**config.mk**
```make
export PLATFORM = sky130hd
export DESIGN_NAME = kbd_joypad_bridge
export DESIGN_NICKNAME = d
export VERILOG_FILES = /design/src/rtl/nes_kbd_pkg.sv /design/src/rtl/jp_shift_reg.sv /design/src/rtl/kbd_joypad_bridge.sv
export SDC_FILE = /design/constraint.sdc
export NUM_CORES = 1
export LEC_CHECK = 0
export ABC_CLOCK_PERIOD_IN_PS = 5700
export CAP_MARGIN = 40
export CORE_MARGIN = 2
export CORE_UTILIZATION = 59
export CTS_CLUSTER_DIAMETER = 100
export DETAILED_ROUTE_END_ITERATION = 10
export PLACE_DENSITY = 0.85
export SYNTH_ARGS = -nofsm -noshare
export SYNTH_HDL_FRONTEND = slang
export SYNTH_SLANG_ARGS = --single-unit
```
**constraint.sdc**
```tcl
create_clock -name clk_in -period 5.7 [get_ports clk_in]
set_clock_uncertainty 0.1 [all_clocks]
set_input_delay 0.57 -clock clk_in [delete_from_list [all_inputs] [get_ports clk_in]]
set_output_delay 0.57 -clock clk_in [all_outputs]
set_load 0.02 [all_outputs]
```
**src/rtl/nes_kbd_pkg.sv**
```systemverilog
// Shared constants, scancode decode and button masking for the PS/2-to-NES joypad bridge.
package nes_kbd_pkg;

  localparam int unsigned BTN_W     = 8;
  localparam int unsigned BTN_A     = 0;
  localparam int unsigned BTN_B     = 1;
  localparam int unsigned BTN_SEL   = 2;
  localparam int unsigned BTN_START = 3;
  localparam int unsigned BTN_UP    = 4;
  localparam int unsigned BTN_DOWN  = 5;
  localparam int unsigned BTN_LEFT  = 6;
  localparam int unsigned BTN_RIGHT = 7;

  localparam logic [7:0] SC_E0    = 8'hE0;
  localparam logic [7:0] SC_F0    = 8'hF0;
  localparam logic [7:0] SC_X     = 8'h22;
  localparam logic [7:0] SC_Z     = 8'h1A;
  localparam logic [7:0] SC_TAB   = 8'h0D;
  localparam logic [7:0] SC_ENTER = 8'h5A;
  localparam logic [7:0] SC_UP    = 8'h75;
  localparam logic [7:0] SC_DOWN  = 8'h72;
  localparam logic [7:0] SC_LEFT  = 8'h6B;
  localparam logic [7:0] SC_RIGHT = 8'h74;
  localparam logic [7:0] SC_K     = 8'h42;
  localparam logic [7:0] SC_J     = 8'h3B;
  localparam logic [7:0] SC_U     = 8'h3C;
  localparam logic [7:0] SC_I     = 8'h43;
  localparam logic [7:0] SC_W     = 8'h1D;
  localparam logic [7:0] SC_S     = 8'h1B;
  localparam logic [7:0] SC_A     = 8'h1C;
  localparam logic [7:0] SC_D     = 8'h23;
  localparam logic [7:0] SC_F12   = 8'h07;
  localparam logic [7:0] SC_F11   = 8'h78;

  typedef enum logic [1:0] {ST_IDLE, ST_EXT, ST_BRK, ST_EXT_BRK} state_e;
  typedef enum logic [1:0] {DST_P1, DST_P2, DST_RESET, DST_CART} dst_e;

  typedef struct packed {
    logic       hit;
    dst_e       dst;
    logic [2:0] idx;
  } key_sel_t;

  // Codes that are meaningful without an E0 prefix.
  function automatic key_sel_t decode_plain(input logic [7:0] code);
    key_sel_t k;
    k.hit = 1'b1;
    k.dst = DST_P1;
    k.idx = 3'(BTN_A);
    case (code)
      SC_X:     k.idx = 3'(BTN_A);
      SC_Z:     k.idx = 3'(BTN_B);
      SC_TAB:   k.idx = 3'(BTN_SEL);
      SC_ENTER: k.idx = 3'(BTN_START);
      SC_K:     begin k.dst = DST_P2; k.idx = 3'(BTN_A);     end
      SC_J:     begin k.dst = DST_P2; k.idx = 3'(BTN_B);     end
      SC_U:     begin k.dst = DST_P2; k.idx = 3'(BTN_SEL);   end
      SC_I:     begin k.dst = DST_P2; k.idx = 3'(BTN_START); end
      SC_W:     begin k.dst = DST_P2; k.idx = 3'(BTN_UP);    end
      SC_S:     begin k.dst = DST_P2; k.idx = 3'(BTN_DOWN);  end
      SC_A:     begin k.dst = DST_P2; k.idx = 3'(BTN_LEFT);  end
      SC_D:     begin k.dst = DST_P2; k.idx = 3'(BTN_RIGHT); end
      SC_F12:   k.dst = DST_RESET;
      SC_F11:   k.dst = DST_CART;
      default:  k.hit = 1'b0;
    endcase
    return k;
  endfunction

  // Codes that are meaningful only after an E0 prefix (player-1 arrows).
  function automatic key_sel_t decode_ext(input logic [7:0] code);
    key_sel_t k;
    k.hit = 1'b1;
    k.dst = DST_P1;
    k.idx = 3'(BTN_UP);
    case (code)
      SC_UP:    k.idx = 3'(BTN_UP);
      SC_DOWN:  k.idx = 3'(BTN_DOWN);
      SC_LEFT:  k.idx = 3'(BTN_LEFT);
      SC_RIGHT: k.idx = 3'(BTN_RIGHT);
      default:  k.hit = 1'b0;
    endcase
    return k;
  endfunction

  function automatic logic [BTN_W-1:0] mask_opposite(input logic [BTN_W-1:0] btn, input logic en);
    logic [BTN_W-1:0] m;
    m = btn;
    if (en && btn[BTN_UP] && btn[BTN_DOWN]) begin
      m[BTN_UP]   = 1'b0;
      m[BTN_DOWN] = 1'b0;
    end
    if (en && btn[BTN_LEFT] && btn[BTN_RIGHT]) begin
      m[BTN_LEFT]  = 1'b0;
      m[BTN_RIGHT] = 1'b0;
    end
    return m;
  endfunction

endpackage

```
**src/rtl/jp_shift_reg.sv**
```systemverilog
// 4021-style controller shift register: transparent load while latched,
// shift toward bit 0 on each rising jp_clk edge, refilling with 1s.
module jp_shift_reg
  import nes_kbd_pkg::*;
(
  input  logic             clk_i,
  input  logic             rst_i,
  input  logic             latch_i,
  input  logic             jclk_i,
  input  logic [BTN_W-1:0] load_val_i,
  output logic             data_o
);

  logic [BTN_W-1:0] sr_q, sr_d;
  logic             jclk_q;
  logic             edge_c;

  assign edge_c = jclk_i & ~jclk_q;

  // Load has priority over any clock edge seen while latched.
  always_comb begin
    sr_d = sr_q;
    if (latch_i) begin
      sr_d = load_val_i;
    end else if (edge_c) begin
      sr_d = {1'b1, sr_q[BTN_W-1:1]};
    end
  end

  always_ff @(posedge clk_i) begin
    if (rst_i) begin
      sr_q   <= '1;
      jclk_q <= 1'b0;
    end else begin
      sr_q   <= sr_d;
      jclk_q <= jclk_i;
    end
  end

  assign data_o = sr_q[0];

endmodule

```
**src/rtl/kbd_joypad_bridge.sv**
```systemverilog
// PS/2 scancode decoder driving two emulated NES controllers plus
// console-reset and cart-reset hold keys.
module kbd_joypad_bridge
  import nes_kbd_pkg::*;
#(
  parameter bit DATA_ACTIVE_LOW = 1'b1,
  parameter bit BLOCK_OPPOSITE  = 1'b1
) (
  input  logic             clk_in,
  input  logic             rst_in,
  input  logic [7:0]       scan_code_in,
  input  logic             scan_valid_in,
  input  logic             jp_clk_in,
  input  logic             jp_latch_in,
  output logic             jp_data1_out,
  output logic             jp_data2_out,
  output logic [BTN_W-1:0] btn1_out,
  output logic [BTN_W-1:0] btn2_out,
  output logic             key_reset_out,
  output logic             key_cart_out
);

  state_e           state_q, state_d;
  logic [BTN_W-1:0] btn1_q, btn1_d, btn2_q, btn2_d;
  logic             key_rst_q, key_rst_d, key_cart_q, key_cart_d;
  key_sel_t         ksel;
  logic             make;
  logic [BTN_W-1:0] lv1, lv2;

  always_ff @(posedge clk_in) begin
    if (rst_in) begin
      state_q    <= ST_IDLE;
      btn1_q     <= '0;
      btn2_q     <= '0;
      key_rst_q  <= 1'b0;
      key_cart_q <= 1'b0;
    end else begin
      state_q    <= state_d;
      btn1_q     <= btn1_d;
      btn2_q     <= btn2_d;
      key_rst_q  <= key_rst_d;
      key_cart_q <= key_cart_d;
    end
  end

  // Prefix decode; ksel.hit only rises on a final (non-prefix) byte.
  always_comb begin
    state_d    = state_q;
    btn1_d     = btn1_q;
    btn2_d     = btn2_q;
    key_rst_d  = key_rst_q;
    key_cart_d = key_cart_q;
    ksel       = '0;
    make       = 1'b0;
    if (scan_valid_in) begin
      unique case (state_q)
        ST_IDLE: begin
          if (scan_code_in == SC_E0)      state_d = ST_EXT;
          else if (scan_code_in == SC_F0) state_d = ST_BRK;
          else begin
            ksel = decode_plain(scan_code_in);
            make = 1'b1;
          end
        end
        ST_EXT: begin
          if (scan_code_in == SC_F0)      state_d = ST_EXT_BRK;
          else if (scan_code_in == SC_E0) state_d = ST_EXT;
          else begin
            ksel    = decode_ext(scan_code_in);
            make    = 1'b1;
            state_d = ST_IDLE;
          end
        end
        ST_BRK: begin
          if (scan_code_in == SC_E0) state_d = ST_EXT;
          else begin
            ksel    = decode_plain(scan_code_in);
            state_d = ST_IDLE;
          end
        end
        ST_EXT_BRK: begin
          ksel    = decode_ext(scan_code_in);
          state_d = ST_IDLE;
        end
        default: state_d = ST_IDLE;
      endcase
    end
    if (ksel.hit) begin
      unique case (ksel.dst)
        DST_P1:    btn1_d[ksel.idx] = make;
        DST_P2:    btn2_d[ksel.idx] = make;
        DST_RESET: key_rst_d        = make;
        DST_CART:  key_cart_d       = make;
        default:   ;
      endcase
    end
  end

  always_comb begin
    lv1 = mask_opposite(btn1_q, BLOCK_OPPOSITE);
    lv2 = mask_opposite(btn2_q, BLOCK_OPPOSITE);
    if (DATA_ACTIVE_LOW) begin
      lv1 = ~lv1;
      lv2 = ~lv2;
    end
  end

  jp_shift_reg u_sr1 (
    .clk_i      (clk_in),
    .rst_i      (rst_in),
    .latch_i    (jp_latch_in),
    .jclk_i     (jp_clk_in),
    .load_val_i (lv1),
    .data_o     (jp_data1_out)
  );

  jp_shift_reg u_sr2 (
    .clk_i      (clk_in),
    .rst_i      (rst_in),
    .latch_i    (jp_latch_in),
    .jclk_i     (jp_clk_in),
    .load_val_i (lv2),
    .data_o     (jp_data2_out)
  );

  assign btn1_out      = btn1_q;
  assign btn2_out      = btn2_q;
  assign key_reset_out = key_rst_q;
  assign key_cart_out  = key_cart_q;

endmodule

```
==> results of run 1 <==
-- cells in the final DEF (no fill, tap or decap), drive strengths merged, types with 8 or more instances in the layout --
master | netlist | final
or2 | 10 | 10
dfxtp | 37 | 37
mux2i | 9 | 9
nor2b | 17 | 17
nand3b | 8 | 8
clkdlybuf4s50 | 0 | 32
nor2 | 11 | 11
o21ai | 10 | 10
a211oi | 15 | 15
nand2 | 11 | 11
a21oi | 18 | 18
nand2b | 14 | 14
-- area by class of cell --
cell class	instances	area, um^2
multi-input combinational	204	1490
fill	304	998
sequential	37	741
timing repair buffer	35	347
clock buffer	7	86.3
tap	48	60.1
inverter	5	18.8
-- tightest hold or removal path, delay by kind of cell, from the launching register on --
family        cells  cell delay, ps
flops             1             320
mux               1              60
simple gates      1              70
-- sequential cells by signal, indices dropped and copies added, names as in the netlist --
| signal | cells |
|---|---|
| btn1_out | 8 |
| u_sr2.sr_q | 8 |
| key_reset_out | 1 |
| state_q | 2 |
| btn2_out | 8 |
| u_sr1.sr_q | 8 |
| u_sr2.jclk_q | 1 |
| key_cart_out | 1 |
-- how the worst max path moves through the flow --
stage	slack [ps]	startpoint	endpoint
after floorplan	3350	scan_code_in[3]	btn1_out[4]$_SDFFE_PP0P_
after CTS	2600	scan_code_in[0]	btn1_out[0]$_SDFFE_PP0P_
after detailed placement	2310	scan_code_in[0]	btn1_out[4]$_SDFFE_PP0P_
final	2560	scan_code_in[5]	btn1_out[0]$_SDFFE_PP0P_
after global placement	2390	scan_code_in[0]	btn1_out[0]$_SDFFE_PP0P_
after global routing	2220	scan_code_in[5]	btn1_out[0]$_SDFFE_PP0P_
-- kinds of logic after synthesis --
group	after synthesis	synth area share, %
buffers and inverters	24	5.41
AO/OA/AOI/OAI	75	23.4
flip-flops	37	31.4
XOR/XNOR	1	0.371
AND/OR/NAND/NOR	112	32.3
multiplexers	16	7.15
-- power by group --
group	switching, mW	internal, mW	total (mW)	leakage (nW)
Combinational	0.0400	0.0312	0.0712	0.609
Sequential	0.00144	0.261	0.263	0.300
Clock	0.0836	0.0958	0.179	0.0443
Total	0.125	0.388	0.513	0.953
-- routing by layer --
metal  vias up  GRT usage (%)
met4         0           6.12
met5         -              0
met3         6           4.50
met2        45           38.7
met1       946           33.3
li1       1030              -
-- metrics by stage --
step                      total power, mW  area [um^2]  setup WS [ps]
final                               0.513         2750           2560
after global routing                0.535         2750           2220
after CTS                           0.517         2750           2600
after detailed placement            0.339         2660           2310
after global placement              0.337         2650           2390
after floorplan                     0.321         2360           3350
==> results.yml, run 1 <==
outcome:
  outcome: "completed"
timing:
  fmax_mhz: 319
  fin_tns_setup_ps: 0
  hold_violations: 0
  whs_ps: 398
  slew_violations: 0
  max_slew_margin_pct: 56.1
  setup_violations: 0
  grt_setup_unrepaired: "false"
  finalCritPeriodShare_pct: 55.0
  worst_pin_slew_ps: 657
  fin_crit_ps: 3140
clocking:
  cts_inserted_buffers: 5
  clockBufferDepth: 2
  clk_latency_ps: 280
  tritoncts: "built"
  cts-resized-gates: 0
  clockRootBuffer: "clkbuf_8"
  clkTransAtPathRegs_ps: 60
  postCtsSetupRepairBufs: 0
  hold_buffers: 0
  clock-sinks: 37
  htreeDepth: 2
global_route:
  grt_overflow: 0
  grt_usage_pct: 24.1
  grt_pass1_wl_um: 8480
  grt_max_degree: 39
  grt_pass1_vias: 1849
  grt_antenna_before_repair: 0
placed_design:
  io_buffers: 32
  dp_hpwl_um: 3630
  routabilityCongestion: 0.910
  dp.cells: 329
critical_path:
  reg2regPathDepth: 7
  slowest_delay_ps: 830
  cp-start-kind: "input port"
  worstPathBufferInverterCount: 1
  critical-path-top-delay-family: "compound AO/OA/AOI/OAI gates"
  r2r_start: "state_q[0]$_SDFFE_PP0P_"
  crit_type: "input port to register"
  rrSetupSlack_ps: 3510
  cp_slowest_cell: "clkdlybuf4s50_1"
  rr_endpoint: "btn1_out[1]$_SDFFE_PP0P_"
  worst_ep_required_time_ps: 5810
  path_cells: "clkdlybuf4s50_1 -> nand4b_2 -> nand2b_1 -> o21a_1 -> a2111oi_0 -> and3_1 -> a31oi_1 -> a211oi_2"
  worstPathArrival_ps: 3250
  worstPathMaxFanout: 16
  crit_path_end_kind: "register"
  cp_num_cells: 8
yosys:
  syn-cell-area_um2: 2360
  synth_area_leaders: "dfxtp_1, nor2b_1, a211oi_1"
  synth-seq-cells: 37
  synth_top_area_cell: "dfxtp_1"
  syn_area_per_cell_um2: 8.91
  ys_types: 66
  seq_area_frac_synth_pct: 31.4
  synth_fp_nets: 278
  yosys_warnings: 0
  ys.flop_type: "dfxtp_1"
  synth_top_area_share_pct: 31.4
  yosys.cell_count.top_type: "dfxtp_1"
  async_flop_share_pct: 0
  synth_common_cells: "dfxtp_1, a21oi_1, nor2b_1, nand2b_1, a211oi_1"
  synth_edf_count: 0
  syn_inst: 265
pwr:
  peakVddDrop_v: 0.000147
  p_per_area_nw_per_um2: 187
  cellLeakagePower_nw: 0.953
run:
  max_cap_violations: 0
die:
  pin_count: 33
  rows: 22
  initial_core_util_pct: 63.1
  die_area_um2: 4520
  coreArea_um2: 3740
  die_x_um: 67.3
  die_h_um: 67.3
final_layout:
  num-nets-final: 301
  syn_to_final_growth_pct: 16.3
  final_core_util_pct: 73.3
  stdcell_count: 336
  layout-drive-gt1-share_pct: 15.3
  num_antenna_cells: 0
detailed_routing:
  met1_length_um: 2390
  via_count: 2027
  met2_length_um: 2350
  drt-pass1-iter-count: 5
  drc: 0
  postRouteAntennaNets: 0
  drtIter0Drc: 116
  wl_per_cell_um: 14.8
  routed.top_layer: "met4"
  dr_wl_met3_um: 192
  vias_per_cell: 6.03
  wirelength_um: 4990
worst_hold_path:
  min_path_cells: 2
  worstHoldStart: "btn2_out[7]$_SDFFE_PP0P_"
  min_path_type: "register to register"
  holdPathEnd: "btn2_out[7]$_SDFFE_PP0P_"
(Power assumes the default switching activity.)
==> inputs of run 2 (changes only) <==
- ABC_CLOCK_PERIOD_IN_PS: 5700 -> 2610
- CORE_UTILIZATION: 59 -> 49
- PLACE_DENSITY: 0.85 -> 0.76
- clock period: 5.7 -> 2.61 ns (I/O delays scaled with it)
==> results.yml, run 2 (synthesized netlist as in run 1, its figures left out) <==
outcome:
  outcome: "completed"
critical_path:
  crit_type: "input port to register"
  worst_ep_required_time_ps: 2700
  cp_slowest_cell: "clkdlybuf4s50_1"
  slowest_delay_ps: 600
  path_cells: "clkdlybuf4s50_1 -> buf_4 -> nor4b_4 -> o21ai_1 -> and4_1 -> nor3_1 -> and2b_2 -> a31oi_1 -> a211oi_1"
  cp-start-kind: "input port"
  crit_path_end_kind: "register"
  worstPathArrival_ps: 2550
  worstPathMaxFanout: 7
detailed_routing:
  met2_length_um: 2640
  drtIter0Drc: 72
  drt-pass1-iter-count: 4
  dr_wl_met3_um: 231
  postRouteAntennaNets: 0
  met1_length_um: 2560
  routed.top_layer: "met4"
  vias_per_cell: 5.70
  wl_per_cell_um: 14.4
  drc: 0
  wirelength_um: 5500
  via_count: 2184
final_layout:
  multiInputGateArea_um2: 1510
  final_core_util_pct: 65.6
  num_antenna_cells: 0
  final_common_cell: "buf_4"
  final-seq-area_um2: 741
  mostFrequentLayoutCells: "buf_4, dfxtp_1, clkdlybuf4s50_1, a21oi_1, nor2b_1"
  layout-drive-gt1-share_pct: 27.4
  fillers: 402
  syn_to_final_growth_pct: 30.4
  num-nets-final: 341
clocking:
  hold_buffers: 0
  clockBufferDepth: 2
  htreeDepth: 2
  clockRootBuffer: "clkbuf_8"
  postCtsSetupRepairBufs: 0
  clock-sinks: 37
  tritoncts: "built"
  clk_latency_ps: 290
  clkTransAtPathRegs_ps: 70
  cts_inserted_buffers: 5
placed_design:
  dp_hpwl_um: 4140
  io_buffers: 32
  pre_cts_slack_ps: -189
  routabilityCongestion: 0.927
timing:
  fin_crit_ps: 2460
  slew_violations: 0
  fmax_mhz: 406
  setup_ws_ps: 147
  finalCritPeriodShare_pct: 94.4
  fin_tns_setup_ps: 0
  hold_violations: 0
  worst_pin_slew_ps: 697
  max_slew_margin_pct: 53.4
  setup_violations: 0
die:
  pin_count: 33
  initial_core_util_pct: 50.3
  die_x_um: 73.4
  die_area_um2: 5390
  die_h_um: 73.4
  rows: 25
  coreArea_um2: 4690
pwr:
  p_comb_share_pct: 16.2
  peakVddDrop_v: 0.000247
  cellLeakagePower_nw: 1.16
  power.internal_mw: 0.907
  p_switching_mw: 0.294
  seq_power_share_pct: 47.8
  p_clk_share_pct: 36.0
  switching_share_pct: 24.5
  p_per_area_nw_per_um2: 390
global_route:
  grt_max_degree: 25
  grt_usage_pct: 21.9
  grt_antenna_before_repair: 0
  grt_pass1_wl_um: 9380
  grt_overflow: 0
  grt_pass1_vias: 2022
worst_hold_path:
  min_path_type: "register to register"
run:
  max_cap_violations: 0
run 2: final cells by class:
type                       count  area share (%)
clock buffer                   7            3.13
clock inverter                 1           0.163
inverter                       5           0.610
multi-input combinational    204            49.0
sequential                    37            24.1
tap                           54            2.19
timing repair buffer          75            20.9
run 2: layer usage:
layer | vias up | global-route usage [%]
met5 | - | 0
met4 | 0 | 6.06
met3 | 6 | 4.80
met2 | 46 | 35.6
met1 | 1027 | 29.2
li1 | 1105 | -
run 2: worst max-delay path: cells and delay by family:
family	cells	cell delay, ps
AOI/OAI and AO/OA	3	500
buffers and inverters	2	800
and+or+nand+nor	4	1000
run 2: stage by stage:
stage / hold WS, ps / power, mW / cells / cell area [um^2]
finish: 405 / 1.20 / 383 / 3080
CTS: 410 / 1.21 / 383 / 3060
detailed placement: 390 / 0.778 / 375 / 2960
floorplan: 289 / 0.700 / 265 / 2360
global placement: 387 / 0.774 / 375 / 2960
global route: 442 / 1.25 / 383 / 3080
run 2: power by group through the flow:
| stage | combinational, mW | sequential (mW) | clock, mW |
|---|---|---|---|
| 6_report | 0.194 | 0.574 | 0.433 |
| 5_1_grt | 0.214 | 0.574 | 0.458 |
| 3_3_place_gp | 0.188 | 0.587 | 0 |
| 4_1_cts | 0.192 | 0.574 | 0.443 |
| 2_1_floorplan | 0.111 | 0.589 | 0 |
| 3_5_place_dp | 0.191 | 0.587 | 0 |
run 2: what timing repair did:
| action | CTS | global route |
|---|---|---|
| setup endpoints to repair | 0 | 6 |
| resized for setup | 0 | 5 |
| hold endpoints to repair | 0 | 0 |
run 2: path summary, 6_finish.rpt:
path / cells after the start / startpoint / slack (ps) / endpoint
max: 9 / scan_code_in[1] / 150 / btn2_out[1]$_SDFFE_PP0P_
min: 2 / btn2_out[7]$_SDFFE_PP0P_ / 410 / btn2_out[7]$_SDFFE_PP0P_
max reg2reg: 7 / state_q[0]$_SDFFE_PP0P_ / 610 / btn2_out[0]$_SDFFE_PP0P_
min reg2reg: 2 / btn2_out[7]$_SDFFE_PP0P_ / 410 / btn2_out[7]$_SDFFE_PP0P_
